==> config.mk <==
export PLATFORM = sky130hd
export DESIGN_NAME = seven_segment_scanner
export DESIGN_NICKNAME = d
export VERILOG_FILES = /design/src/rtl/seven_segment_scanner.sv
export SDC_FILE = /design/constraint.sdc
export NUM_CORES = 1
export LEC_CHECK = 0
export CAP_MARGIN = 20
export CORE_MARGIN = 4
export CORE_UTILIZATION = 55
export CTS_BUF_LIST = sky130_fd_sc_hd__clkbuf_16
export DETAILED_ROUTE_END_ITERATION = 16
export GPL_TIMING_DRIVEN = 0
export PLACE_DENSITY_LB_ADDON = 0.2
export SLEW_MARGIN = 20
export SYNTH_ARGS = -nofsm -noshare
export SYNTH_HDL_FRONTEND = slang
export SYNTH_SLANG_ARGS = --single-unit
==> constraint.sdc <==
create_clock -name clk -period 3.4 [get_ports clk]
set_clock_uncertainty 0.1 [all_clocks]
set_input_delay 0.68 -clock clk [delete_from_list [all_inputs] [get_ports clk]]
set_output_delay 0.68 -clock clk [all_outputs]
set_load 0.02 [all_outputs]
==> src/rtl/seven_segment_scanner.sv <==
// -----------------------------------------------------------------------------
// seven_segment_scanner
//   Time-multiplexed driver for a DIGITS-wide seven-segment display bank.
//   It holds a packed BCD value and lights one digit at a time. Each digit stays
//   lit for REFRESH_DIV clocks. New values are double-buffered (pending ->
//   active) and take effect only at frame boundaries.
//
//   Optional build macro: HEX_DIGITS_EN. When it is defined, codes 10..15 show
//   the glyphs A b C d E F. When it is undefined, those codes blank the digit.
//
//   Parameters
//     DIGITS       number of digits scanned (1..8)
//     REFRESH_DIV  clk cycles each digit stays lit (>= 1)
//     ACTIVE_LOW   1 inverts seg/dp/an at the output register
//
//   Ports
//     clk     in   system clock, rising edge
//     rst_n   in   asynchronous active-low reset
//     load    in   strobe; captures value/dp_in into the pending buffer
//     value   in   packed digit codes, digit k = value[4k+3:4k], digit 0 rightmost
//     dp_in   in   decimal point per digit
//     blank   in   level; forces every digit off
//     lzs     in   level; enables leading-zero suppression
//     seg     out  segments a..g on seg[6]..seg[0]
//     dp      out  decimal point of the lit digit
//     an      out  one-hot digit enable
//     frame   out  one-cycle pulse when the scan wraps back to digit 0
// -----------------------------------------------------------------------------

// Per-digit glyph decoder. Every digit is decoded in parallel; the top level
// then selects the scanned digit.
module seven_segment_lane (
    input  logic [3:0] code,
    input  logic       suppress,  // leading zero to be hidden
    output logic [6:0] seg
);
    logic [6:0] glyph;

    always_comb begin
        case (code)
            4'd0:    glyph = 7'h7E;
            4'd1:    glyph = 7'h30;
            4'd2:    glyph = 7'h6D;
            4'd3:    glyph = 7'h79;
            4'd4:    glyph = 7'h33;
            4'd5:    glyph = 7'h5B;
            4'd6:    glyph = 7'h5F;
            4'd7:    glyph = 7'h70;
            4'd8:    glyph = 7'h7F;
            4'd9:    glyph = 7'h7B;
`ifdef HEX_DIGITS_EN
            4'd10:   glyph = 7'h77;
            4'd11:   glyph = 7'h1F;
            4'd12:   glyph = 7'h4E;
            4'd13:   glyph = 7'h3D;
            4'd14:   glyph = 7'h4F;
            4'd15:   glyph = 7'h47;
`endif
            default: glyph = 7'h00;
        endcase
    end

    assign seg = suppress ? 7'h00 : glyph;
endmodule

module seven_segment_scanner #(
    parameter int DIGITS      = 4,
    parameter int REFRESH_DIV = 50000,
    parameter int ACTIVE_LOW  = 0
) (
    input  logic                  clk,
    input  logic                  rst_n,
    input  logic                  load,
    input  logic [4*DIGITS-1:0]   value,
    input  logic [DIGITS-1:0]     dp_in,
    input  logic                  blank,
    input  logic                  lzs,
    output logic [6:0]            seg,
    output logic                  dp,
    output logic [DIGITS-1:0]     an,
    output logic                  frame
);
    localparam int             PW   = (REFRESH_DIV > 1) ? $clog2(REFRESH_DIV) : 1;
    localparam int             IW   = (DIGITS > 1) ? $clog2(DIGITS) : 1;
    localparam logic [PW-1:0]  PMAX = PW'(REFRESH_DIV - 1);
    localparam logic [IW-1:0]  IMAX = IW'(DIGITS - 1);
    localparam logic           POL  = (ACTIVE_LOW != 0);

    logic [PW-1:0]            pcnt;
    logic [IW-1:0]            idx;
    logic                     tick;
    logic                     boundary;

    logic [DIGITS-1:0][3:0]   pend_val;
    logic [DIGITS-1:0]        pend_dp;
    logic                     pend_v;
    logic [DIGITS-1:0][3:0]   act_val;
    logic [DIGITS-1:0]        act_dp;

    logic [DIGITS-1:0]        supp;
    logic [DIGITS-1:0][6:0]   lane_seg;

    logic [6:0]               seg_n;
    logic                     dp_n;
    logic [DIGITS-1:0]        an_n;

    assign tick     = (pcnt == PMAX);
    assign boundary = tick && (idx == IMAX);

    // Prescaler and scan index
    always_ff @(posedge clk or negedge rst_n) begin
        if (!rst_n) begin
            pcnt <= '0;
            idx  <= '0;
        end else begin
            pcnt <= tick ? '0 : pcnt + 1'b1;
            if (tick)
                idx <= (idx == IMAX) ? '0 : idx + 1'b1;
        end
    end

    // Double buffer. A load on the boundary cycle goes straight into active,
    // so it wins over any older pending value and leaves nothing pending.
    always_ff @(posedge clk or negedge rst_n) begin
        if (!rst_n) begin
            pend_val <= '0;
            pend_dp  <= '0;
            pend_v   <= 1'b0;
            act_val  <= '0;
            act_dp   <= '0;
        end else begin
            if (load) begin
                pend_val <= value;
                pend_dp  <= dp_in;
            end
            if (boundary) begin
                if (load) begin
                    act_val <= value;
                    act_dp  <= dp_in;
                end else if (pend_v) begin
                    act_val <= pend_val;
                    act_dp  <= pend_dp;
                end
                pend_v <= 1'b0;
            end else if (load) begin
                pend_v <= 1'b1;
            end
        end
    end

    // A digit is a leading zero when it and every higher digit are code 0.
    // Digit 0 always shows.
    always_comb begin
        logic upper_zero;
        upper_zero = 1'b1;
        supp       = '0;
        for (int k = DIGITS - 1; k >= 0; k--) begin
            upper_zero = upper_zero && (act_val[k] == 4'd0);
            supp[k]    = lzs && (k != 0) && upper_zero;
        end
    end

    genvar g;
    generate
        for (g = 0; g < DIGITS; g++) begin : g_lane
            seven_segment_lane u_lane (
                .code     (act_val[g]),
                .suppress (supp[g]),
                .seg      (lane_seg[g])
            );
        end
    endgenerate

    // Select the scanned digit. Blank masks only the outputs, so scanning
    // and buffering carry on underneath.
    always_comb begin
        seg_n = '0;
        dp_n  = 1'b0;
        an_n  = '0;
        for (int k = 0; k < DIGITS; k++) begin
            if (idx == IW'(k)) begin
                seg_n   = lane_seg[k];
                dp_n    = act_dp[k];
                an_n[k] = 1'b1;
            end
        end
        if (blank) begin
            seg_n = '0;
            dp_n  = 1'b0;
            an_n  = '0;
        end
    end

    // Output register. Polarity is applied here, so the reset values are
    // "off" in board polarity.
    always_ff @(posedge clk or negedge rst_n) begin
        if (!rst_n) begin
            seg   <= {7{POL}};
            dp    <= POL;
            an    <= {DIGITS{POL}};
            frame <= 1'b0;
        end else begin
            seg   <= seg_n ^ {7{POL}};
            dp    <= dp_n ^ POL;
            an    <= an_n ^ {DIGITS{POL}};
            frame <= boundary;
        end
    end
endmodule
==> qor.yml, run 1 <==
leakagePower_nw: 2.07
synthMuxAreaShare_pct: 10.7
synth-seq-cells: 72
rows: 30
cts_tree: "yes"
synth-xor-area-share_pct: 2.74
antenna_left: 0
hold_class: "input port to asynchronous set/reset pin"
hold_viol: 0
stdcell_count: 494
r2r_slack_ns: 0.97
grt_setup_unrepaired: "no"
core_um2: 6790
crit_family: "buffers and inverters"
cts_resized: 0
place_inst: 478
diodes: 0
period_minus_slack_ns: 2.43
root_buffer: "clkbuf_16"
crit_type: "flop to flop"
fp.dieH_um: 91.4
timing.critical_path.buf_inv: 3
ys_warn_count: 0
max-vdd-ir-drop_mv: 0.271
tightest_slew_ns: 0.600
slew_violations: 0
synth_edf_count: 0
dpl_cell_area_um2: 4350
wl_per_cell_um: 16.6
cts_setup_buffers: 0
critPathMaxStageDelay_ns: 0.51
maxCapViolations: 0
clock-sinks: 72
die_x_um: 91.4
slew_headroom_pct: 60.0
syn_avg_cell_area_um2: 11.1
whs_ns: 0.151
synth-simple-area-share_pct: 16.0
synth_nets: 394
final_common_cell: "dfrtp_1"
vias_per_cell: 5.59
antenna_found_initial: 0
crit_start: "idx[0]"
dr_total_vias: 2761
clkTransAtPathRegs_ns: 0.06
port_buffers: 37
ys_seq_area_share_pct: 47.0
synth_flop_cell: "dfrtp_1"
synthAdderAreaFrac_pct: 8.17
place.detailed.hpwl_um: 5830
hold_buffers: 0
grt_max_degree: 49
die-area_um2: 8360
grt-ovfl-total: 0
critical_path_arrival_ns: 2.51
p_total_mw: 1.93
mostFrequentLayoutCells: "dfrtp_1, clkdlybuf4s50_1, ha_1, mux2_2, a21oi_1"
place_congestion: 0.899
path_depth: 6
required_ns: 3.48
synth_compound_area_share_pct: 11.6
pin_count: 38
clock_latency_ns: 0.33
power_density_nw_per_um2: 417
grt_pass1_vias: 2827
outcome: "complete, no violations"
max_freq_mhz: 412
fin_nets: 443
postLayoutCoreUtil_pct: 68.3
netlist_area_um2: 3830
startpoint_type: "flop"
clock_path_buffers: 2
design_area_um2: 4640
initial_core_util_pct: 56.4
dr.first_iter.drc_count: 147
firstDrtPassIters: 6
track_usage_pct: 21.1
crit_path_cell_trace: "inv_1, ha_1, clkbuf_1, clkinv_1, a2111oi_0, o32ai_1"
ys_types: 56
critPathMaxFanout: 10
finalCritPeriodShare_pct: 71.4
worst-r2r-cell-count: 6
numCtsBuffers: 9
wirelength_um: 8210
synthCells: 344
cts_max_level: 3
worst_path_max_delay_cell: "a2111oi_0"
ys_async_sr_fraction_pct: 100
grt_pass1_wl_um: 13900
crit_path_end_kind: "flop"
r2r_end: "seg[0]"
synth_top_family_by_area: "simple AND/OR/NAND/NOR gates"
rr_startpoint: "idx[0]"
setup_viol: 0
remaining_drc_errors: 0
worstSetupEndpoint: "seg[0]"
drive_gt1_share_pct: 16.6
syn_to_final_growth_pct: 21.2
through the flow:
step	setup WS (ns)	setup TNS (ns)
final	0.971	0
after detailed placement	0.672	0
after global placement	-0.814	-58.28
after global routing	0.830	0
after CTS	1.01	0
after floorplan	1.36	0
power breakdown:
group / internal, mW / switching (mW) / total (mW)
clock network: 0.567 / 0.363 / 0.931
registers: 0.884 / 0.00687 / 0.891
logic: 0.0593 / 0.0529 / 0.112
total: 1.51 / 0.423 / 1.93
synthesized netlist by cell type (8+ instances only):
cell,instances,area [um^2]
dfrtp_1,72,1800
ha_1,25,313
mux2_2,21,236
a21oi_1,17,85.1
nor2_1,16,60.1
inv_1,15,56.3
o21ai_0,15,75.1
nand2_1,14,52.6
nor3_1,14,70.1
nor2b_1,12,75.1
clkbuf_1,9,33.8
mux2_4,9,135
nand2b_1,9,56.3
nand3_1,8,40.0
registers in the layout (all words and copies together), names as in the netlist:
| name | count |
|---|---|
| act_val | 16 |
| pcnt | 16 |
| pend_val | 16 |
| seg | 7 |
| act_dp | 4 |
| an | 4 |
| pend_dp | 4 |
| idx | 2 |
| dp | 1 |
| frame | 1 |
| pend_v | 1 |
how the worst min path moves through the flow:
stage                   from         end  slack (ns)  cells after the start
floorplan              rst_n   act_dp[0]        0.28                      0
global placement    pcnt[15]    pcnt[15]        0.36                      1
detailed placement   pcnt[0]     pcnt[0]        0.39                      1
CTS                    rst_n     pcnt[7]        0.16                      1
global route           rst_n  act_val[6]        0.17                      1
finish                 rst_n  act_val[6]        0.15                      1
cell type report:
type	instances	area, um^2
inverters	16	60.1
clock inverters	7	71.3
clock buffers	9	225
fillers	487	2150
repair buffers	38	395
multi-input cells	239	1890
well taps	96	120
flip-flops and latches	72	1800
plain buffers	17	82.6
per-layer routing:
metal / GRT usage [%] / vias up / routed length, um
met1: 29.0 / 1333 / 3760
met3: 3.23 / 15 / 382
met2: 34.0 / 86 / 3950
li1: - / 1327 / -
met4: 7.29 / 0 / 121
met5: 0 / - / 0
cell families after synthesis:
logic type,count (synthesis)
compound gates,65
xor+xnor,12
fa+ha+maj,25
buf+inv,33
flops,72
mux,34
simple gates,103
No activity file was read; power rests on OpenSTA's default activity.
==> run 2: changes to the inputs <==
--- a/config.mk
+++ b/config.mk
@@ -7,7 +7,7 @@
 export LEC_CHECK = 0
 export CAP_MARGIN = 20
 export CORE_MARGIN = 4
-export CORE_UTILIZATION = 55
+export CORE_UTILIZATION = 52
 export CTS_BUF_LIST = sky130_fd_sc_hd__clkbuf_16
 export DETAILED_ROUTE_END_ITERATION = 16
 export GPL_TIMING_DRIVEN = 0
==> constraint.sdc (replaced) <==
create_clock -name clk -period 2.1 [get_ports clk]
set_clock_uncertainty 0.1 [all_clocks]
set_input_delay 0.42 -clock clk [delete_from_list [all_inputs] [get_ports clk]]
set_output_delay 0.42 -clock clk [all_outputs]
set_load 0.02 [all_outputs]
==> qor.yml, run 2 (same netlist as run 1, synthesis figures left out) <==
outcome: "complete, no violations"
dpl_worst_slack_ns: -0.428  # -1.10 ns
vias_per_cell: 5.60  # +0.22%
grt_pass1_wl_um: 13500  # -3.1%
p_clk_share_pct: 49.4  # +1.3 points
grt_setup_unrepaired: "yes"
wl_per_cell_um: 16.1  # -3.4%
clock_latency_ns: 0.32  # about the same
setup_tns_ns: 0  # unchanged
core_um2: 7210  # +6.2%
clock-sinks: 72  # unchanged
finalCritPeriodShare_pct: 98.3  # +27 points
cts_tree: "yes"
worst-r2r-cell-count: 7  # +1
max-vdd-ir-drop_mv: 0.445  # +64%
dr_total_vias: 2812  # +1.8%
whs_path_depth: 1
rows: 31  # +3.3%
p_int_mw: 2.55  # +69%
p_total_mw: 3.21  # +66%
port_buffers: 37  # unchanged
diodes: 0  # unchanged
worst_path_max_delay_cell: "dfrtp_1"
r2r_slack_ns: 0.03  # -0.94 ns
pin_count: 38  # unchanged
die_x_um: 93.8  # +2.6%
clock_path_buffers: 2  # unchanged
root_buffer: "clkbuf_16"
crit_path_cell_trace: "inv_2, ha_1, or3b_4, nor4_4, buf_4, o311a_1, o32ai_1"
track_usage_pct: 19.7  # -1.4 points
critPathMaxStageDelay_ns: 0.44  # -0.07 ns
hold_viol: 0  # unchanged
largestRegisters: "act_val x16, pcnt x16, pend_val x16"
die-area_um2: 8800  # +5.3%
critPathMaxFanout: 5  # -5
tightest_slew_ns: 0.460  # -0.140 ns
rr_startpoint: "act_val[9]"
p_sw_uw: 653  # +54%
power_switching_share_pct: 20.3  # -1.5 points
crit_path_end_kind: "flop"
drive_gt1_share_pct: 20.6  # +4.0 points
power_density_nw_per_um2: 675  # +62%
wirelength_um: 8060  # -1.8%
dr.first_iter.drc_count: 120  # -18%
leakagePower_nw: 2.10  # +1.5%
stdcell_count: 502  # +1.6%
max_freq_mhz: 484  # +18%
fin_nets: 448  # +1.1%
crit_type: "flop to flop"
place_congestion: 0.874  # -2.7%
fin_ws_ns: 0.0350  # -0.936 ns
place_inst: 481  # +0.63%
firstDrtPassIters: 4  # -2
antenna_left: 0  # unchanged
r2r_end: "seg[0]"
timing.critical_path.buf_inv: 2  # -1
antenna_found_initial: 0  # unchanged
required_ns: 2.19  # -1.29 ns
fp.dieH_um: 93.8  # +2.6%
final_common_cell: "dfrtp_1"
slew_violations: 0  # unchanged
pwr-share-comb_pct: 5.6  # -0.2 points
setup_viol: 0  # unchanged
min_to: "pcnt[0]"
grt_max_degree: 41  # -16%
startpoint_type: "flop"
critical_path_arrival_ns: 2.15  # -0.36 ns
period_minus_slack_ns: 2.07  # -0.364 ns
mostFrequentLayoutCells: "dfrtp_1, clkdlybuf4s50_1, ha_1, mux2_2, a21oi_1"
initial_core_util_pct: 53.1  # -3.3 points
remaining_drc_errors: 0  # unchanged
syn_to_final_growth_pct: 24.0
cts_max_level: 3  # unchanged
grt_pass1_vias: 2840  # +0.46%
grt-ovfl-total: 0  # unchanged
place.detailed.hpwl_um: 5690  # -2.4%
crit_family: "simple AND/OR/NAND/NOR gates"
min_from: "pcnt[0]"
maxCapViolations: 0  # unchanged
p_seq_share_pct: 45.0  # -1.1 points
clkTransAtPathRegs_ns: 0.06  # about the same
slew_headroom_pct: 69.0  # +9.0 points
numCtsBuffers: 9  # unchanged
hold_class: "flop to flop"
## run 2: changes by cell type in the layout (fill, tap and decap cells not counted), sizes merged
cell and delta:
buf +4, bufinv +1, dlygate4sd3 +1, inv -1
## run 2: power by group through the flow
stage               Combinational [mW]  Clock, mW  Sequential, mW
CTS                              0.183       1.61            1.44
floorplan                       0.0648          0            1.47
global route                     0.198       1.65            1.45
detailed placement               0.180          0            1.47
finish                           0.179       1.59            1.44
global placement                 0.174          0            1.47
## run 2: area by class of cell
type,instances,area [um^2]
Fill cell,596,2460
Multi-Input combinational cell,239,1930
Sequential cell,72,1800
Timing Repair Buffer,44,435
Clock buffer,9,225
Tap cell,99,124
Clock inverter,7,86.3
Buffer,16,83.8
Inverter,16,61.3
## run 2: worst max-delay path by stage
stage	slack [ns]	from	to	cells after the start
final	0.03	act_val[9]	seg[0]	7
after global routing	-0.04	act_val[13]	seg[0]	6
after CTS	-0.06	act_val[13]	seg[0]	6
after detailed placement	-0.43	load	act_val[4]	5
after global placement	-1.86	rst_n	pcnt[4]	1
after floorplan	0.06	act_val[9]	seg[6]	6
## run 2: timing repair
action / CTS / global route
resized for setup: 9 / 12
hold buffers: 1 / 0
endpoints found under the setup margin: 21 / 26
gates cloned: 0 / 0
pin swaps: 3 / 4
buffers inserted: 2 / 3
hold endpoints to repair: 32 / 0
## run 2: routing by layer
layer  wire (um)  GRT usage (%)  vias to the layer above
met5           0              0                        -
met4         165           9.03                        0
met3         337           3.53                       14
met2        3810           31.4                       79
met1        3740           26.2                     1389
li1            -              -                     1330
## run 2: worst reg2reg max path: stages (launching register included)
cell and delay, ns:
dfrtp_1 0.44, inv_2 0.12, ha_1 0.18, or3b_4 0.42
nor4_4 0.19, buf_4 0.19, o311a_1 0.19, o32ai_1 0.09
## run 2: metrics by stage
step / area [um^2] / hold WS, ns / utilization (%)
6_report: 4750 / 0.370 / 65.9
5_1_grt: 4750 / 0.398 / 65.9
4_1_cts: 4700 / 0.386 / 65.1
3_5_place_dp: 4340 / 0.289 / 60.2
3_3_place_gp: 4320 / 0.361 / 59.9
2_1_floorplan: 3830 / 0.0244 / -
